[src/rtl/teclado_barrido_if.sv]
// Keypad pin bundle: column inputs from the matrix, row drive and decoded key outputs.
interface teclado_barrido_if;
  logic [3:0] columnas;
  logic [3:0] filas;
  logic [3:0] tecla;
  logic       tecla_valida;
  logic       tecla_presionada;

  // Scan controller side
  modport master (
    input  columnas,
    output filas,
    output tecla,
    output tecla_valida,
    output tecla_presionada
  );

  // Keypad / key consumer side
  modport slave (
    output columnas,
    input  filas,
    input  tecla,
    input  tecla_valida,
    input  tecla_presionada
  );
endinterface

[src/rtl/teclado_barrido.sv]
// 4x4 matrix keypad scanner: drives one row low at a time, synchronizes the
// columns, debounces press and release on divider ticks and emits a key code
// with a single-cycle valid strobe.
module teclado_barrido #(
  parameter int unsigned SCAN_DIV   = 1000,
  parameter int unsigned DEBOUNCE_N = 4
) (
  input  logic              clk,
  input  logic              rst_n,
  teclado_barrido_if.master bus
);

  localparam int unsigned DIV_W = (SCAN_DIV > 1) ? $clog2(SCAN_DIV) : 1;
  localparam int unsigned CNT_W = $clog2(DEBOUNCE_N + 1);
  localparam logic [DIV_W-1:0] DIV_LAST = DIV_W'(SCAN_DIV - 1);
  localparam logic [CNT_W-1:0] CNT_LAST = CNT_W'(DEBOUNCE_N);
  localparam logic [CNT_W-1:0] CNT_ONE  = CNT_W'(1);

  typedef enum logic [1:0] {
    SCAN,
    DEBOUNCE,
    PRESSED,
    RELEASE
  } state_t;

  logic [3:0]       col_m;
  logic [3:0]       col_s;
  logic [DIV_W-1:0] div_q;
  logic             tick;

  state_t           state_q, state_d;
  logic [CNT_W-1:0] cnt_q, cnt_d;
  logic [CNT_W-1:0] cnt_inc;
  logic [3:0]       filas_q, filas_d;
  logic [3:0]       col_lat_q, col_lat_d;
  logic [3:0]       tecla_q, tecla_d;
  logic             valida_q, valida_d;

  // True when exactly one column line is pulled low.
  function automatic logic one_low(input logic [3:0] c);
    case (c)
      4'b1110, 4'b1101, 4'b1011, 4'b0111: one_low = 1'b1;
      default:                            one_low = 1'b0;
    endcase
  endfunction

  // Next row in the scan sequence 1110 -> 1101 -> 1011 -> 0111 -> 1110.
  function automatic logic [3:0] next_row(input logic [3:0] f);
    next_row = {f[2:0], f[3]};
  endfunction

  // Key code for the active-low row drive and single-low column pattern.
  function automatic logic [3:0] key_code(input logic [3:0] f, input logic [3:0] c);
    key_code = 4'h0;
    case (f)
      4'b0111: begin
        case (c)
          4'b0111: key_code = 4'h1;
          4'b1011: key_code = 4'h2;
          4'b1101: key_code = 4'h3;
          default: key_code = 4'hA;
        endcase
      end
      4'b1011: begin
        case (c)
          4'b0111: key_code = 4'h4;
          4'b1011: key_code = 4'h5;
          4'b1101: key_code = 4'h6;
          default: key_code = 4'hB;
        endcase
      end
      4'b1101: begin
        case (c)
          4'b0111: key_code = 4'h7;
          4'b1011: key_code = 4'h8;
          4'b1101: key_code = 4'h9;
          default: key_code = 4'hC;
        endcase
      end
      default: begin
        case (c)
          4'b0111: key_code = 4'hE;
          4'b1011: key_code = 4'h0;
          4'b1101: key_code = 4'hF;
          default: key_code = 4'hD;
        endcase
      end
    endcase
  endfunction

  // Two-stage synchronizer for the asynchronous column lines.
  always_ff @(posedge clk or negedge rst_n) begin
    if (!rst_n) begin
      col_m <= '1;
      col_s <= '1;
    end else begin
      col_m <= bus.columnas;
      col_s <= col_m;
    end
  end

  // Row-step divider; tick marks the last cycle of each period.
  always_ff @(posedge clk or negedge rst_n) begin
    if (!rst_n) begin
      div_q <= '0;
    end else if (tick) begin
      div_q <= '0;
    end else begin
      div_q <= div_q + DIV_W'(1);
    end
  end

  assign tick    = (div_q == DIV_LAST);
  assign cnt_inc = cnt_q + CNT_ONE;

  // State and datapath registers.
  always_ff @(posedge clk or negedge rst_n) begin
    if (!rst_n) begin
      state_q   <= SCAN;
      cnt_q     <= '0;
      filas_q   <= 4'b1110;
      col_lat_q <= '1;
      tecla_q   <= '0;
      valida_q  <= 1'b0;
    end else begin
      state_q   <= state_d;
      cnt_q     <= cnt_d;
      filas_q   <= filas_d;
      col_lat_q <= col_lat_d;
      tecla_q   <= tecla_d;
      valida_q  <= valida_d;
    end
  end

  // Scan/debounce decisions, evaluated only on divider ticks.
  always_comb begin
    state_d   = state_q;
    cnt_d     = cnt_q;
    filas_d   = filas_q;
    col_lat_d = col_lat_q;
    tecla_d   = tecla_q;
    valida_d  = 1'b0;
    if (tick) begin
      unique case (state_q)
        SCAN: begin
          if (one_low(col_s)) begin
            col_lat_d = col_s;
            cnt_d     = CNT_ONE;
            state_d   = DEBOUNCE;
          end else begin
            filas_d = next_row(filas_q);
          end
        end
        DEBOUNCE: begin
          if (col_s == col_lat_q) begin
            cnt_d = cnt_inc;
            if (cnt_inc == CNT_LAST) begin
              state_d  = PRESSED;
              tecla_d  = key_code(filas_q, col_lat_q);
              valida_d = 1'b1;
            end
          end else begin
            state_d = SCAN;
            filas_d = next_row(filas_q);
          end
        end
        PRESSED: begin
          if (col_s == 4'hF) begin
            state_d = RELEASE;
            cnt_d   = CNT_ONE;
          end
        end
        RELEASE: begin
          if (col_s == 4'hF) begin
            cnt_d = cnt_inc;
            if (cnt_inc == CNT_LAST) begin
              state_d = SCAN;
              filas_d = next_row(filas_q);
            end
          end else begin
            state_d = PRESSED;
          end
        end
        default: state_d = SCAN;
      endcase
    end
  end

  assign bus.filas            = filas_q;
  assign bus.tecla            = tecla_q;
  assign bus.tecla_valida     = valida_q;
  assign bus.tecla_presionada = (state_q == PRESSED) || (state_q == RELEASE);

endmodule

[src/flat_wrapper.sv]
// flat-port wrapper written by rule: the top's interface ports become plain ports
module teclado_barrido_flat 
#(
  parameter int unsigned SCAN_DIV   = 1000,
  parameter int unsigned DEBOUNCE_N = 4
)
  (clk, rst_n, bus_columnas, bus_filas, bus_tecla, bus_tecla_valida, bus_tecla_presionada);
  teclado_barrido_if bus_i ();
  input  logic clk;
  input  logic rst_n;
  input wire logic [$bits(bus_i.columnas)-1:0] bus_columnas;
  output wire logic [$bits(bus_i.filas)-1:0] bus_filas;
  output wire logic [$bits(bus_i.tecla)-1:0] bus_tecla;
  output wire logic [$bits(bus_i.tecla_valida)-1:0] bus_tecla_valida;
  output wire logic [$bits(bus_i.tecla_presionada)-1:0] bus_tecla_presionada;
  assign bus_i.columnas = bus_columnas;
  assign bus_filas = bus_i.filas;
  assign bus_tecla = bus_i.tecla;
  assign bus_tecla_valida = bus_i.tecla_valida;
  assign bus_tecla_presionada = bus_i.tecla_presionada;
  teclado_barrido #(.SCAN_DIV(SCAN_DIV), .DEBOUNCE_N(DEBOUNCE_N)) u_core (.clk(clk), .rst_n(rst_n), .bus(bus_i));
endmodule
[config.mk]
export PLATFORM = sky130hd
export DESIGN_NAME = teclado_barrido_flat
export DESIGN_NICKNAME = d
export VERILOG_FILES = /design/src/rtl/teclado_barrido_if.sv /design/src/rtl/teclado_barrido.sv /design/src/flat_wrapper.sv
export SDC_FILE = /design/constraint.sdc
export NUM_CORES = 1
export LEC_CHECK = 0
export CORE_MARGIN = 2
export CORE_UTILIZATION = 30
export CTS_CLUSTER_SIZE = 16
export DETAILED_ROUTE_END_ITERATION = 10
export GPL_TIMING_DRIVEN = 0
export PLACE_DENSITY_LB_ADDON = 0.15
export RECOVER_POWER = 50
export SETUP_SLACK_MARGIN = 0.5
export SYNTH_ARGS = -nofsm -noshare
export SYNTH_HDL_FRONTEND = slang
export SYNTH_SLANG_ARGS = --single-unit
[constraint.sdc]
create_clock -name clk -period 2.1 [get_ports clk]
set_input_delay 0.42 -clock clk [delete_from_list [all_inputs] [get_ports clk]]
set_output_delay 0.42 -clock clk [all_outputs]
set_load 0.05 [all_outputs]
==> flow_summary.json <==
{
  "synth-seq-cells": 36,
  "clkLatencyLatePin_ps": 290,
  "ys_async_rst_share_pct": 100,
  "worstSetupPathType": "flop to flop",
  "period_needed_ps": 1940,
  "tritoncts_num_sinks": 36,
  "worst-endpoint-arrival_ps": 2160,
  "path_clk_slew_ps": 80,
  "routed-wl-met3_um": 127,
  "slew_headroom_pct": 39.6,
  "hold_path_class": "primary input to async pin",
  "final-max-slew-violation-count": 0,
  "timing.critical_path.required_ps": 2320,
  "gr_ovfl_total": 0,
  "vias": 1690,
  "cell_internal_pwr_w": 0.00106,
  "starting_density_of_the_core_pct": 31.3,
  "combPwrFrac_pct": 6.6,
  "htree_levels": 2,
  "cts_buffers": 5,
  "clockPowerShare_pct": 41.8,
  "antenna_cells": 0,
  "maxCapViolations": 0,
  "clock_tree.root_cell": "sky130_fd_sc_hd__clkbuf_8",
  "share_of_the_synthesized_area_in_the_top_cell_type_pct": 26.3,
  "cp_slowest_stage_delay_ps": 530,
  "top_cells_by_area_in_the_synthesized_netlist": "sky130_fd_sc_hd__dfrtp_1 (26%), sky130_fd_sc_hd__dfstp_2 (20%), sky130_fd_sc_hd__nand2_1 (4.1%)",
  "overall_die_area_um2": 7340,
  "detailroute.wirelength.met2_mm": 2.28,
  "seq_power_share_pct": 51.6,
  "power.switching_w": 0.000321,
  "post-synth-top-area-cell": "sky130_fd_sc_hd__dfrtp_1",
  "layout.filler_cells": 624,
  "area_growth_syn_to_layout_pct": 42.5,
  "yosys.cell_types.count": 51,
  "fin_cells": 340,
  "worst_ir_drop_vdd_mv": 0.254,
  "critical_path_peak_fanout": 7,
  "finish.net_count": 271,
  "grt_start_max_net_pins": 37,
  "yosysSeqAreaShare_pct": 46.0,
  "worstPathBufferInverterCount": 2,
  "ant_nets": 0,
  "hold_viol_final": 0,
  "topRoutingLayerUsed": "met4",
  "critical-path-slowest-cell": "sky130_fd_sc_hd__dfstp_2",
  "number_of_synthesized_flops_with_an_enable_pin": 0,
  "routed_via_density": 4.97,
  "synth.cell_area_um2": 2000,
  "synth_fp_nets": 217,
  "wl_met1_mm": 2.23,
  "antenna_found_initial": 0,
  "global_route_wire_length_before_repair_mm": 8.14,
  "fin_crit_sh_pct": 92.5,
  "finish.instance_area_um2": 2850,
  "ys.flop_type": "sky130_fd_sc_hd__dfrtp_1",
  "track_usage_pct": 13.9,
  "syn_area_per_cell_um2": 9.62,
  "num_rows": 29,
  "layout-drive-gt1-share_pct": 46.4,
  "worst_setup_path_start_kind": "flop",
  "swShare_pct": 23.3,
  "grt_setup_unrepaired": "true",
  "place.detailed.hpwl_mm": 2.78,
  "worst_path_dominant_cell_family": "flip-flops",
  "cts.hold.buffers_added": 0,
  "p_total_w": 0.00138,
  "fin_tns_setup_ps": 0,
  "chipHeight_um": 85.7,
  "leakagePower_nw": 1.23,
  "finalClockSkew_ps": 5.47,
  "synthesis.instances": 208,
  "synthesis_warning_total": 0,
  "place_area_um2": 2360,
  "iter_0_drt_violations": 80,
  "number_of_global_route_vias_before_repair": 1689,
  "cellPowerDensity_nw_per_um2": 483,
  "placement.io_buffers": 15,
  "status": "finished clean",
  "routabilityCongestion": 0.723,
  "core_um2": 6390,
  "worst_hold_slack_ps": 243,
  "die_width_um": 85.7,
  "wl_cell_um": 13.9,
  "path_cells": "buf_6 > a21oi_1 > a211oi_1 > o211ai_1 > or2_1 > clkbuf_8 > mux2_4",
  "tightestPinTransition_ps": 906,
  "cts.path.max_buffers": 2,
  "critical_path.endpoint_type": "flop",
  "wl_mm": 4.73,
  "setup_viol_count_final": 0,
  "dr.pass1.iters": 4,
  "design.portCount": 16,
  "fmax_mhz": 515,
  "tritoncts": "done",
  "placedCellCount": 300,
  "post_route_drc_violation_count": 0
}
[cell usage after synthesis, types with 2 or more instances]
cell type and instances:
sky130_fd_sc_hd__o211ai_1 3, sky130_fd_sc_hd__nand2b_1 2, sky130_fd_sc_hd__or3_1 2, sky130_fd_sc_hd__ha_1 3
sky130_fd_sc_hd__xor2_1 6, sky130_fd_sc_hd__and4_1 2, sky130_fd_sc_hd__a21oi_1 11, sky130_fd_sc_hd__buf_2 3
sky130_fd_sc_hd__clkbuf_1 11, sky130_fd_sc_hd__a31oi_1 2, sky130_fd_sc_hd__a211o_1 4, sky130_fd_sc_hd__dfstp_2 15
sky130_fd_sc_hd__a211oi_1 2, sky130_fd_sc_hd__and3_1 3, sky130_fd_sc_hd__dfrtp_1 21, sky130_fd_sc_hd__nand3_1 8
sky130_fd_sc_hd__o22ai_1 3, sky130_fd_sc_hd__mux2i_1 2, sky130_fd_sc_hd__nor2_1 15, sky130_fd_sc_hd__o21ai_0 10
sky130_fd_sc_hd__nand2_1 22, sky130_fd_sc_hd__inv_1 10, sky130_fd_sc_hd__xnor2_1 8, sky130_fd_sc_hd__mux2_2 7
sky130_fd_sc_hd__nor3_1 5, sky130_fd_sc_hd__a22oi_1 3
[cell type report]
type                            instances  area (um^2)  area share [%]
Inverter                               10         37.5            1.32
Timing Repair Buffer                   47          384            13.5
Multi-Input combinational cell        145         1150            40.5
Sequential cell                        36          921            32.3
Tap cell                               77         96.3            3.38
Clock buffer                            6         93.8            3.29
Buffer                                 17          153            5.35
Clock inverter                          2         12.5           0.439
[layer usage]
metal / track usage (%) / vias to the layer above
met5: 0 / -
met4: 5.19 / 0
met3: 2.60 / 11
met2: 22.8 / 26
met1: 18.4 / 817
li1: - / 836
[power groups by stage]
stage | sequential, W | combinational (W) | clock [W]
finish | 0.000710 | 0.0000906 | 0.000576
detailed placement | 0.000722 | 0.0000656 | 0
CTS | 0.000710 | 0.0000874 | 0.000598
global placement | 0.000722 | 0.0000660 | 0
global route | 0.000711 | 0.0000984 | 0.000629
floorplan | 0.000722 | 0.0000372 | 0
[per-stage QoR]
stage	worst slack (ps)	util, %
floorplan	252	-
global placement	-324	37.1
detailed placement	40.9	37.0
CTS	206	43.3
global route	117	44.7
finish	158	44.7
[registers in the layout (all words and copies together) (netlist names)]
name                     count
u_core.bus.tecla             4
u_core.div_q                10
u_core.bus.tecla_valida      1
u_core.col_s                 4
u_core.cnt_q                 3
u_core.col_m                 4
u_core.col_lat_q             4
u_core.bus.filas             4
u_core.state_q               2
[kinds of logic (layout without fill, tap and decap cells)]
kind of cell / count (synthesis) / count (layout) / share of synthesized area, %
xor+xnor: 14 / 14 / 6.13
simple gates: 70 / 70 / 18.6
fa+ha+maj: 3 / 3 / 1.88
compound gates: 48 / 48 / 15.8
mux: 10 / 10 / 5.50
buf+inv: 27 / 82 / 6.13
flops: 36 / 36 / 46.0
[path summary, 6_finish.rpt]
| check | from | to | slack (ps) | cells past startpoint |
|---|---|---|---|---|
| max in group asynchronous | rst_n | u_core.div_q[2] | 1250 | 1 |
| worst max register to register | u_core.col_s[1] | u_core.col_lat_q[2] | 160 | 7 |
| worst min register to register | u_core.col_m[3] | u_core.col_s[3] | 360 | 0 |
| worst max-delay path | u_core.col_s[1] | u_core.col_lat_q[2] | 160 | 7 |
| worst min-delay path | rst_n | u_core.div_q[8] | 240 | 1 |
| min in group clk | u_core.col_m[3] | u_core.col_s[3] | 360 | 0 |
[worst register-to-register path, delay by kind of cell, from the launching register on]
family	cells	cell delay [ps]
compound gates	3	530
buf+inv	2	280
flops	1	530
mux	1	290
simple gates	1	240
[cell usage in the layout, fill, tap and decap left out, types with 4 or more instances in the layout]
cell	instances
sky130_fd_sc_hd__o21ai_0	8
sky130_fd_sc_hd__a211o_1	4
sky130_fd_sc_hd__nand2_1	20
sky130_fd_sc_hd__clkbuf_8	8
sky130_fd_sc_hd__buf_4	25
sky130_fd_sc_hd__nand3_1	5
sky130_fd_sc_hd__nor2_1	13
sky130_fd_sc_hd__mux2_2	7
sky130_fd_sc_hd__buf_2	5
sky130_fd_sc_hd__clkbuf_2	8
sky130_fd_sc_hd__dfstp_2	15
sky130_fd_sc_hd__xnor2_2	4
sky130_fd_sc_hd__xnor2_1	4
sky130_fd_sc_hd__dfrtp_1	20
sky130_fd_sc_hd__xor2_1	5
sky130_fd_sc_hd__dlygate4sd3_1	4
sky130_fd_sc_hd__inv_1	9
sky130_fd_sc_hd__buf_6	10
sky130_fd_sc_hd__a21oi_1	8
[timing repair]
item / in CTS / in global routing
endpoints found under the hold margin: 0 / 0
resized for setup: 55 / 26
setup endpoints to repair: 28 / 25
pin swaps: 19 / 8
cloned: 1 / 0
setup buffers: 28 / 3
Note: power is estimated with default switching activity, not from simulation.
